$ cat src/rtl/fluxo_dados_contador_param_pkg.sv
// fluxo_dados_contador_param_pkg: digit-count helper and hex 7-segment codes
package fluxo_dados_contador_param_pkg;

    function automatic int digitos(input int n);
        return (n + 3) / 4;
    endfunction

    // active-low segments in {g,f,e,d,c,b,a} order, indexed by hex value (F at the top)
    localparam logic [15:0][6:0] SEG_CODES = {
        7'b0001110, 7'b0000110, 7'b0100001, 7'b1000110,
        7'b0000011, 7'b0001000, 7'b0010000, 7'b0000000,
        7'b1111000, 7'b0000010, 7'b0010010, 7'b0011001,
        7'b0110000, 7'b0100100, 7'b1111001, 7'b1000000
    };

endpackage

$ cat src/rtl/contador_ud_mod.sv
// contador_ud_mod: modulo up/down counter with saturating load and terminal flag
module contador_ud_mod #(
    parameter int N      = 4,
    parameter int MODULO = 16
) (
    input  logic         clock_i,
    input  logic         zera_i,
    input  logic         carrega_i,
    input  logic         conta_i,
    input  logic         decrementa_i,
    input  logic [N-1:0] chaves_i,
    output logic [N-1:0] contagem_o,
    output logic         fim_o
);
    localparam logic [N-1:0] ULTIMO  = N'(MODULO - 1);
    localparam logic [N:0]   MOD_EXT = (N + 1)'(MODULO);

    logic [N-1:0] contagem_q, contagem_d;

    // load clamps to the last valid value; counting wraps in either direction
    always_comb begin
        contagem_d = carrega_i ? (({1'b0, chaves_i} < MOD_EXT) ? chaves_i : ULTIMO)
                   : !conta_i  ? contagem_q
                   : decrementa_i ? ((contagem_q == '0) ? ULTIMO : contagem_q - 1'b1)
                   : ((contagem_q == ULTIMO) ? '0 : contagem_q + 1'b1);
    end

    // count register with synchronous clear
    always_ff @(posedge clock_i) begin
        if (zera_i) contagem_q <= '0;
        else        contagem_q <= contagem_d;
    end

    assign contagem_o = contagem_q;
    assign fim_o      = decrementa_i ? (contagem_q == '0) : (contagem_q == ULTIMO);
endmodule

$ cat src/rtl/hexa7seg.sv
// hexa7seg: one hex nibble to its 7-segment code
module hexa7seg import fluxo_dados_contador_param_pkg::*; (
    input  logic [3:0] hexa_i,
    output logic [6:0] display_o
);
    assign display_o = SEG_CODES[hexa_i];
endmodule

$ cat src/rtl/fluxo_dados_contador_param.sv
// fluxo_dados_contador_param: parametrised count/compare datapath with match pulse, hit counter and hex displays
module fluxo_dados_contador_param import fluxo_dados_contador_param_pkg::*; #(
    parameter int  N         = 4,
    parameter int  MODULO    = 16,
    parameter int  W_ACERTOS = 8,
    localparam int DIGITOS   = digitos(N)
) (
    input  logic                   clock,
    input  logic                   zera,
    input  logic                   carrega,
    input  logic                   conta,
    input  logic                   decrementa,
    input  logic [N-1:0]           chaves,
    output logic                   menor,
    output logic                   maior,
    output logic                   igual,
    output logic                   fim,
    output logic                   igual_pulso,
    output logic [W_ACERTOS-1:0]   db_acertos,
    output logic [N-1:0]           db_contagem,
    output logic [7*DIGITOS-1:0]   display_CONT,
    output logic [7*DIGITOS-1:0]   display_CHAVES
);
    logic [N-1:0]           contagem;
    logic                   igual_ant_q;
    logic                   igual_pulso_q, igual_pulso_d;
    logic [W_ACERTOS-1:0]   acertos_q, acertos_d;
    logic [4*DIGITOS-1:0]   cont_ext, chaves_ext;

    contador_ud_mod #(.N(N), .MODULO(MODULO)) u_contador (
        .clock_i      (clock),
        .zera_i       (zera),
        .carrega_i    (carrega),
        .conta_i      (conta),
        .decrementa_i (decrementa),
        .chaves_i     (chaves),
        .contagem_o   (contagem),
        .fim_o        (fim)
    );

    // compare against the raw switches, so switches beyond the modulus keep menor high
    assign menor = contagem < chaves;
    assign maior = contagem > chaves;
    assign igual = contagem == chaves;

    // rising-edge detect of igual and a hit counter that sticks at all-ones
    always_comb begin
        igual_pulso_d = igual && !igual_ant_q;
        acertos_d     = (igual_pulso_q && acertos_q != '1) ? acertos_q + 1'b1 : acertos_q;
    end

    // igual_ant resets high so a match already present at reset release does not pulse
    always_ff @(posedge clock) begin
        if (zera) begin
            igual_ant_q   <= 1'b1;
            igual_pulso_q <= 1'b0;
            acertos_q     <= '0;
        end else begin
            igual_ant_q   <= igual;
            igual_pulso_q <= igual_pulso_d;
            acertos_q     <= acertos_d;
        end
    end

    assign igual_pulso = igual_pulso_q;
    assign db_acertos  = acertos_q;
    assign db_contagem = contagem;
    assign cont_ext    = (4 * DIGITOS)'(contagem);
    assign chaves_ext  = (4 * DIGITOS)'(chaves);

    for (genvar g = 0; g < DIGITOS; g++) begin : g_dig
        hexa7seg u_cont   (.hexa_i(cont_ext[4*g +: 4]),   .display_o(display_CONT[7*g +: 7]));
        hexa7seg u_chaves (.hexa_i(chaves_ext[4*g +: 4]), .display_o(display_CHAVES[7*g +: 7]));
    end
endmodule

$ cat config.mk
export PLATFORM = sky130hd
export DESIGN_NAME = fluxo_dados_contador_param
export DESIGN_NICKNAME = d
export VERILOG_FILES = /design/src/rtl/fluxo_dados_contador_param_pkg.sv /design/src/rtl/contador_ud_mod.sv /design/src/rtl/hexa7seg.sv /design/src/rtl/fluxo_dados_contador_param.sv
export SDC_FILE = /design/constraint.sdc
export NUM_CORES = 1
export LEC_CHECK = 0
export BUFFER_PORTS_ARGS = -buffer_cell sky130_fd_sc_hd__buf_2
export CORE_MARGIN = 3
export CORE_UTILIZATION = 56
export DETAILED_ROUTE_END_ITERATION = 7
export MAX_ROUTING_LAYER = met4
export PLACE_DENSITY = 0.84
export SYNTH_ARGS = -nofsm -noshare
export SYNTH_HDL_FRONTEND = slang
export SYNTH_HIERARCHICAL = 1
export SYNTH_SLANG_ARGS = --single-unit
$ cat constraint.sdc
create_clock -name clock -period 3.7 [get_ports clock]
set_input_delay 0.37 -clock clock [delete_from_list [all_inputs] [get_ports clock]]
set_output_delay 0.37 -clock clock [all_outputs]
set_load 0.02 [all_outputs]
Word-level counts from Yosys, hierarchy flattened
Memories as Yosys holds them, arrays and structs flattened. A register that Yosys moved wholly into a read port is not among the register bits.
Cells that the tools add are included.
{ "word_totals": {"register_bits": 14, "rom_bits": 224, "out_inout_bits": 31, "wordCells": 31, "n_memories": 2} }
{ "mem_list": {"columns": ["memory", "depth", "width", "rd", "rd_clocked_by_memory_dff", "wr", "line_no", "rtl"], "rows": [
  ["(name not given)", 16, 7, 1, 0, 0, "hexa7seg.sv:6", "assign display_o = SEG_CODES[hexa_i];"],
  ["(name not given)", 16, 7, 1, 1, 0, "hexa7seg.sv:6", null]
]} }
{ "classes": {"addsub": 3, "order_cmp": 4, "eq_ne": 3, "mux": 10, "reduce_logical": 5} }
{ "ops": {"columns": ["op", "n"], "rows": [
  ["$mux 4", 7],
  ["$mux 7", 2],
  ["$lt 4x5->1 const B", 2],
  ["$add 8x1->8 const B", 1],
  ["$ne 8x8->1 const B", 1],
  ["$add 4x1->4 const B", 1],
  ["$eq 4x4->1", 1],
  ["$eq 4x4->1 const B", 1],
  ["$gt 4x4->1", 1],
  ["$logic_not 4->1", 1],
  ["$lt 4x4->1", 1],
  ["$sub 4x1->4 const B", 1],
  ["$logic_and 1x1->1", 2],
  ["$reduce_bool 2->1", 1],
  ["$logic_not 1->1", 1],
  ["$mux 1", 1]
]} }

Longest topological paths before layout
Gate-level depths: netlist of the first run.
{ "depth": {"ltp_word": 7, "depth_mapped": 6} }

Hierarchy
Netlist of the first run, hierarchy kept.
{ "modules_own_cells": {"columns": ["mod", "instances", "cells_each", "area_each_um2"], "rows": [
  ["fluxo_dados_contador_param", 1, 67, 616.8],
  ["hexa7seg", 2, 32, 275.3],
  ["contador_ud_mod", 1, 41, 324.1]
]} }

Least setup slack after synthesis of the first run
No wires, ideal clock.
{ "synth_path": {"kind": "register to output", "startpoint": "reg u_contador/contagem_o[0] (netlist name)", "endpoint": "out display_CONT[3]", "arrival_time_ns": 1.762, "setup_slack_ns": 1.568, "path_stages_with_launch": 5, "cell_sequence": "dfxtp_1 > inv_1 > ha_1 > inv_1 > mux4_1"} }
{ "synth_rtl": {"columns": ["item", "line_no", "rtl"], "rows": [
  ["to (decl)", "fluxo_dados_contador_param.sv:21", "output logic [7*DIGITOS-1:0] display_CONT,"]
]} }

==> results of run 1 <==
## worst reg2reg max path: stages, from the launching register on
cell,delay (ps)
dfxtp_1,640
inv_1,140
ha_1,250
mux2_1,310
nand2_1,100
xnor2_1,60
o21a_1,190
## routing by layer
metal  vias to the layer above  global-route usage  share of wire
li1                        682                   -              -
met1                       635              0.2666           0.42
met2                        33              0.3887           0.52
met3                         7             0.01357          0.034
met4                         0             0.07616          0.016
met5                         -                   -              0
## area by class of cell
cell class | count | area, um^2 | share of cell area
flip-flops and latches | 14 | 280.3 | 0.1640
clock buffers | 4 | 36.28 | 0.02123
multi-input cells | 135 | 1100 | 0.6435
repair buffers | 39 | 195.2 | 0.1142
well taps | 30 | 37.54 | 0.02196
inverters | 16 | 60.06 | 0.03514
## synthesized netlist by cell type (2+ instances only)
| master | number |
|---|---|
| nand2b_1 | 2 |
| nor3_1 | 3 |
| nor2b_1 | 7 |
| xnor2_1 | 2 |
| a21oi_1 | 11 |
| mux2_2 | 2 |
| and2b_2 | 2 |
| nand3_1 | 3 |
| a22o_1 | 4 |
| inv_1 | 16 |
| o21ai_0 | 4 |
| nand4b_1 | 2 |
| buf_6 | 3 |
| ha_1 | 21 |
| mux4_1 | 2 |
| nand2_1 | 10 |
| mux2_4 | 4 |
| mux2i_1 | 9 |
| nand4_1 | 3 |
| nor2_1 | 19 |
| a21o_1 | 2 |
| or3b_1 | 2 |
| a21oi_2 | 2 |
| a211oi_2 | 2 |
| buf_2 | 2 |
| a211oi_1 | 2 |
| a32o_1 | 2 |
| clkbuf_1 | 2 |
| dfxtp_1 | 14 |
## power by group
part           switching, W  leakage (nW)  total (W)  internal (W)
Clock             0.0000568        0.0210   0.000117     0.0000600
Combinational      0.000102         0.734   0.000173     0.0000711
Sequential        0.0000173         0.114   0.000173      0.000156
Total              0.000176         0.870   0.000463      0.000287
## registers in the layout (all words and copies together) (netlist names)
name / count
u_contador/contagem_o: 4
igual_ant_q: 1
igual_pulso: 1
db_acertos: 8
## cell families (layout without fill, tap and decap cells)
| group | Yosys count | in the layout | share of synthesized area |
|---|---|---|---|
| and+or+nand+nor | 58 | 58 | 0.2131 |
| AOI/OAI and AO/OA | 36 | 36 | 0.1778 |
| buffers and inverters | 23 | 59 | 0.07467 |
| adders and majority gates | 21 | 21 | 0.1762 |
| muxes | 18 | 18 | 0.1586 |
| DFF | 14 | 14 | 0.1879 |
| xor gates and xnor gates | 2 | 2 | 0.01175 |
## worst max path at each step
stage | startpoint | end | slack [ps] | depth (start not counted)
after detailed placement | u_contador/contagem_o[0] | display_CONT[3] | 1500 | 5
after floorplan | u_contador/contagem_o[0] | display_CONT[3] | 1570 | 4
after global routing | u_contador/contagem_o[0] | display_CONT[3] | 1040 | 5
after CTS | u_contador/contagem_o[0] | display_CONT[3] | 1170 | 5
final | u_contador/contagem_o[0] | display_CONT[3] | 1180 | 5
after global placement | u_contador/contagem_o[0] | display_CONT[3] | 1610 | 5
## per-stage QoR
| step | hold slack [ps] | utilization | instance area, um^2 |
|---|---|---|---|
| 6_report | 392.1 | 0.6837 | 1709 |
| 3_3_place_gp | 381.3 | 0.6692 | 1673 |
| 2_1_floorplan | 376.3 | - | 1491 |
| 3_5_place_dp | 386.1 | 0.6692 | 1673 |
| 4_1_cts | 396.7 | 0.6837 | 1709 |
| 5_1_grt | 409.7 | 0.6837 | 1709 |
==> summary.md, run 1 <==
| Metric | Value |
|---|---|
| Status | `finished clean` |
| CP delay by family, top | `flip-flops` |
| Bufs and invs on worst path | `3` |
| HP Class | `reg2reg` |
| Initial antenna violation count | `0` |
| Vias | `1357` |
| Mapped cell area | `1491 um^2` |
| Share of cells above drive strength 1 | `0.2837` |
| Startpoint Class | `flop` |
| Worst R2R Setup Slack | `1920 ps` |
| Die area | `3318 um^2` |
| LEAKAGE | `0.8696 nW` |
| Post-synthesis sequential area ratio | `0.1879` |
| Gr ovfl total | `0` |
| Clock Skew | `3.491 ps` |
| RSZ-0062 raised after global routing | `false` |
| Worst EP arrival | `2150 ps` |
| Core ar. | `2500 um^2` |
| Hold Fails Final Rpt | `0` |
| Clock Root Buffer | `clkbuf_4` |
| CP peak stage delay | `640 ps` |
| # DRC | `0` |
| Commonest non-fill, non-tap cell in the layout | `buf_2` |
| DRT iter0 DRCs | `76` |
| Antenna-violating nets left | `0` |
| Most frequent CP cell | `inv_1` |
| N_diodes | `0` |
| Dpl ws | `1501 ps` |
| Post_cts resized | `0` |
| Post-synth top area share | `0.1879` |
| Maximum capacitance violations | `0` |
| Final wirelength | `3.441 mm` |
| Post-CTS setup buffer count | `0` |
| Final worst-path cycle share | `0.6805` |
| Synth warn | `6` |
| Crit Path Max Fanout | `15` |
| CP Class | `reg2out` |
| Final Total Pwr | `0.0004629 W` |
| Drt pass-1 iters | `4` |
| Hold path endpoint | `igual_pulso` |
| Worst relative slew slack | `0.5037` |
| Asr flop ratio synth | `0` |
| R2R Path Start | `u_contador/contagem_o[0]` |
| Worst-skew pair later-pin latency | `290 ps` |
| Vias in the first global route | `1295` |
| Chip Width | `57.61 um` |
| Fin. max-slew vios | `0` |
| Unique masters post-synth | `42` |
| Layout Nets | `239` |
| Filler Cell Count | `226` |
| H-Tree Depth | `1` |
| Hpwl dp | `2.614 mm` |
| Hold Path Origin | `igual_ant_q` |
| Syn-to-layout area delta | `14.60%` |
| Via density | `5.702` |
| Slowest stage cell, crit path | `dfxtp_1` |
| Initial core utilization | `0.5966` |
| CTS tree | `done` |
| # rows | `18` |
| Highest clock rate | `397.2 MHz` |
| Crit path cell chain | `inv_1 > ha_1 > inv_1 > mux4_1 > buf_2` |
| Num ports | `40` |
| Synth Instances | `172` |
| EDFF count, synth | `0` |
| Die H | `57.61 um` |
| Worst VDD drop | `0.0001541 V` |
| Final min period | `2518 ps` |
| CTS buffer count | `3` |
| # clock sinks | `14` |
| Final setup fails | `0` |
| I/O Buffers | `39` |
| Worst Hold Depth | `1` |
| Dominant cell type by area after synthesis | `dfxtp_1` |
| Avg WL per Cell | `14.46 um` |
| Hold_buf cts | `0` |
| Post-Syn Area per Cell | `8.671 um^2` |
| Commonest register cell after synthesis | `dfxtp_1` |
| Worst-path clk slew | `90 ps` |
| Final cell count without fillers | `238` |
| Largest net degree at the start of global routing | `21` |
| Tot GR Track Use | `0.2217` |
| Worst slew pin tran | `743.5 ps` |
| GP Congestion | `0.8760` |
| Total negative setup slack | `0 ps` |
| CP endpoint kind | `primary output` |
| Reg2reg path depth | `6` |
| FF+latch count, synth | `14` |
| Clock tree buffer depth | `2` |
| Area contributors post-synth | `dfxtp_1 19%, ha_1 18%, mux2i_1 6.0%` |
| PnR worst setup slack | `1182 ps` |
| First-pass GRT wire length | `5.754 mm` |
| Most frequent cells in the layout | `39 x buf_2, 21 x ha_1, 19 x nor2_1` |
| Reg2reg end | `u_contador/contagem_o[2]` |
| PD cells | `270.8 nW/um^2` |
| Placed cell count | `234` |
| Worst EP required | `3330 ps` |
| Syn Nets | `202` |
Power figures use the tool's default switching activity.
==> run 2: changes to the inputs <==
--- a/config.mk
+++ b/config.mk
@@ -5,12 +5,13 @@
 export SDC_FILE = /design/constraint.sdc
 export NUM_CORES = 1
 export LEC_CHECK = 0
+export ABC_AREA = 1
 export BUFFER_PORTS_ARGS = -buffer_cell sky130_fd_sc_hd__buf_2
 export CORE_MARGIN = 3
-export CORE_UTILIZATION = 56
+export CORE_UTILIZATION = 52
 export DETAILED_ROUTE_END_ITERATION = 7
 export MAX_ROUTING_LAYER = met4
-export PLACE_DENSITY = 0.84
+export PLACE_DENSITY = 0.79
 export SYNTH_ARGS = -nofsm -noshare
 export SYNTH_HDL_FRONTEND = slang
 export SYNTH_HIERARCHICAL = 1
==> constraint.sdc (replaced) <==
create_clock -name clock -period 2.5 [get_ports clock]
set_input_delay 0.25 -clock clock [delete_from_list [all_inputs] [get_ports clock]]
set_output_delay 0.25 -clock clock [all_outputs]
set_load 0.02 [all_outputs]
==> run 2 against run 1 <==
  * Global-route usage decreased by 4.2 points
  * Critical endpoint unchanged
  * Synthesized cell count grew 44%
  * Largest cell class unchanged
  * Utilization fell by 5.7 points
  * Sequential share of layout area fell by 0.33 points
  * Clock power grew 37%
  * Area after synthesis increased by 2.3%
  * Count of clock-buffer cells in the layout did not move
  * Non-clock buffer count increased by 2
  * Combinational power grew 49%
  * Final cell count is 33% higher
==> summary.md, run 2 <==
| Metric | Value |
|---|---|
| CP Class | `reg2out` |
| Worst-path clk slew | `80 ps` |
| # clock sinks | `14` |
| Reg2reg end | `u_contador/contagem_o[2]` |
| Core ar. | `2781 um^2` |
| DRT iter0 DRCs | `86` |
| EDFF count, synth | `0` |
| Synth warn | `6` |
| Worst EP required | `2250 ps` |
| Synth Instances | `248` |
| Worst slew pin tran | `528.7 ps` |
| Crit Path Max Fanout | `13` |
| Hpwl dp | `2.377 mm` |
| Gr ovfl total | `0` |
| Clock Root Buffer | `clkbuf_4` |
| R2R Path Start | `u_contador/contagem_o[0]` |
| Syn-to-layout area delta | `14.36%` |
| Post-synthesis sequential area ratio | `0.1838` |
| Worst-skew pair later-pin latency | `280 ps` |
| Antenna-violating nets left | `0` |
| Reg2reg path depth | `8` |
| Hold_buf cts | `0` |
| Commonest non-fill, non-tap cell in the layout | `nand2_1` |
| I/O Buffers | `39` |
| Largest net degree at the start of global routing | `19` |
| Worst R2R Setup Slack | `900 ps` |
| Dpl cell area | `1708 um^2` |
| Chip Width | `60.16 um` |
| Total negative setup slack | `0 ps` |
| Post-synth top area share | `0.2043` |
| Maximum capacitance violations | `0` |
| Vias | `1594` |
| Most frequent cells in the layout | `83 x nand2_1, 39 x buf_2, 34 x inv_1` |
| CP startpoint | `u_contador/contagem_o[1]` |
| Dominant cell type by area after synthesis | `nand2_1` |
| FF+latch count, synth | `14` |
| Layout Nets | `317` |
| Die area | `3619 um^2` |
| Final worst-path cycle share | `0.8347` |
| Clock Skew | `5.138 ps` |
| Post-Syn Area per Cell | `6.150 um^2` |
| # rows | `19` |
| HP Class | `in2reg` |
| Post-CTS setup buffer count | `0` |
| Worst EP arrival | `1840 ps` |
| Top cells by count, synth | `83 x nand2_1, 34 x inv_1, 32 x nand3_1` |
| Startpoint Class | `flop` |
| Num ports | `40` |
| Post_cts resized | `0` |
| Drt pass-1 iters | `4` |
| Clock tree buffer depth | `2` |
| PD cells | `380.5 nW/um^2` |
| Syn Nets | `278` |
| GP Congestion | `0.8294` |
| Largest register FFs | `8` |
| Status | `finished clean` |
| CTS tree | `done` |
| Asr flop ratio synth | `0` |
| Worst relative slew slack | `0.6470` |
| Unique masters post-synth | `26` |
| Worst Setup EP | `display_CONT[3]` |
| Share of cells above drive strength 1 | `0.1923` |
| N_diodes | `0` |
| Initial core utilization | `0.5484` |
| Final min period | `2087 ps` |
| Hold Fails Final Rpt | `0` |
| Avg WL per Cell | `9.719 um` |
| H-Tree Depth | `1` |
| Area contributors post-synth | `nand2_1 20%, dfxtp_1 18%, ha_1 17%` |
| Die H | `60.16 um` |
| Count leader, synth | `nand2_1` |
| CP endpoint kind | `primary output` |
| Final wirelength | `3.081 mm` |
| CTS buffer count | `3` |
| Design area | `1744 um^2` |
| First-pass GRT wire length | `5.092 mm` |
| Tot GR Track Use | `0.1798` |
| LEAKAGE | `0.9893 nW` |
| Final setup fails | `0` |
| Via density | `5.028` |
| Worst VDD drop | `0.0003010 V` |
| Initial antenna violation count | `0` |
| Mapped cell area | `1525 um^2` |
| Vias in the first global route | `1233` |
| Fin. max-slew vios | `0` |
| # DRC | `0` |
| Commonest register cell after synthesis | `dfxtp_1` |
| RSZ-0062 raised after global routing | `false` |
| Highest clock rate | `479.2 MHz` |
## run 2: cell count changes after synthesis, sizes merged, moves of 7 or more
cell and change:
mux2i -9, nand3 +30, nor2b -7, nand2 +73
mux2 -7, inv +20
## run 2: how the worst min path moves through the flow
stage	slack (ps)	end	cells after the start	startpoint
after CTS	190	u_contador/contagem_o[3]	2	zera
final	200	u_contador/contagem_o[3]	2	zera
after detailed placement	390	igual_pulso	1	igual_ant_q
after floorplan	310	u_contador/contagem_o[3]	1	zera
after global placement	380	igual_pulso	1	igual_ant_q
after global routing	200	u_contador/contagem_o[3]	2	zera
## run 2: cells by family after synthesis
family                   share of synthesized area
flip-flops                                  0.1838
buffers and inverters                       0.1345
AO/OA/AOI/OAI                              0.08778
AND/OR/NAND/NOR                             0.4102
adder cells (fa/ha/maj)                     0.1723
XOR/XNOR                                   0.01149
## run 2: area by class of cell
type                    count  area (um^2)
multi-input cells         190         1040
fillers                   301         1037
flip-flops and latches     14        280.3
repair buffers             41        210.2
inverters                  37        138.9
well taps                  31        38.79
clock buffers               4        36.28
## run 2: through the flow
stage | util | power [W] | std cells | hold slack (ps) | worst slack, ps
2_1_floorplan | - | 0.0004389 | 248 | 312.4 | 672.0
3_3_place_gp | 0.6140 | 0.0005075 | 313 | 380.6 | 778.0
3_5_place_dp | 0.6140 | 0.0005102 | 313 | 391.4 | 732.4
4_1_cts | 0.6271 | 0.0006717 | 317 | 190.4 | 414.5
5_1_grt | 0.6271 | 0.0007162 | 317 | 198.6 | 226.5
6_report | 0.6271 | 0.0006637 | 317 | 197.8 | 413.2
## run 2: worst max-delay path: stages, from the launching register on
cell	delay, ps
dfxtp_1	660
inv_1	210
ha_1	340
nand2_1	60
nand3_1	70
nand2_1	60
buf_2	150
## run 2: layer usage
| layer | wire length, um | GRT usage | up-vias |
|---|---|---|---|
| met3 | 154 | 0.01944 | 4 |
| li1 | - | - | 856 |
| met2 | 1322 | 0.2778 | 36 |
| met4 | 31 | 0.04747 | 0 |
| met1 | 1572 | 0.2471 | 698 |
| met5 | 0 | - | - |
## run 2: power by group
group,leakage (nW),internal [W],total (W),switching [W]
logic,0.854,0.0000903,0.000258,0.000168
clock network,0.0210,0.0000886,0.000160,0.0000717
registers,0.114,0.000230,0.000245,0.0000150
total,0.989,0.000409,0.000664,0.000254
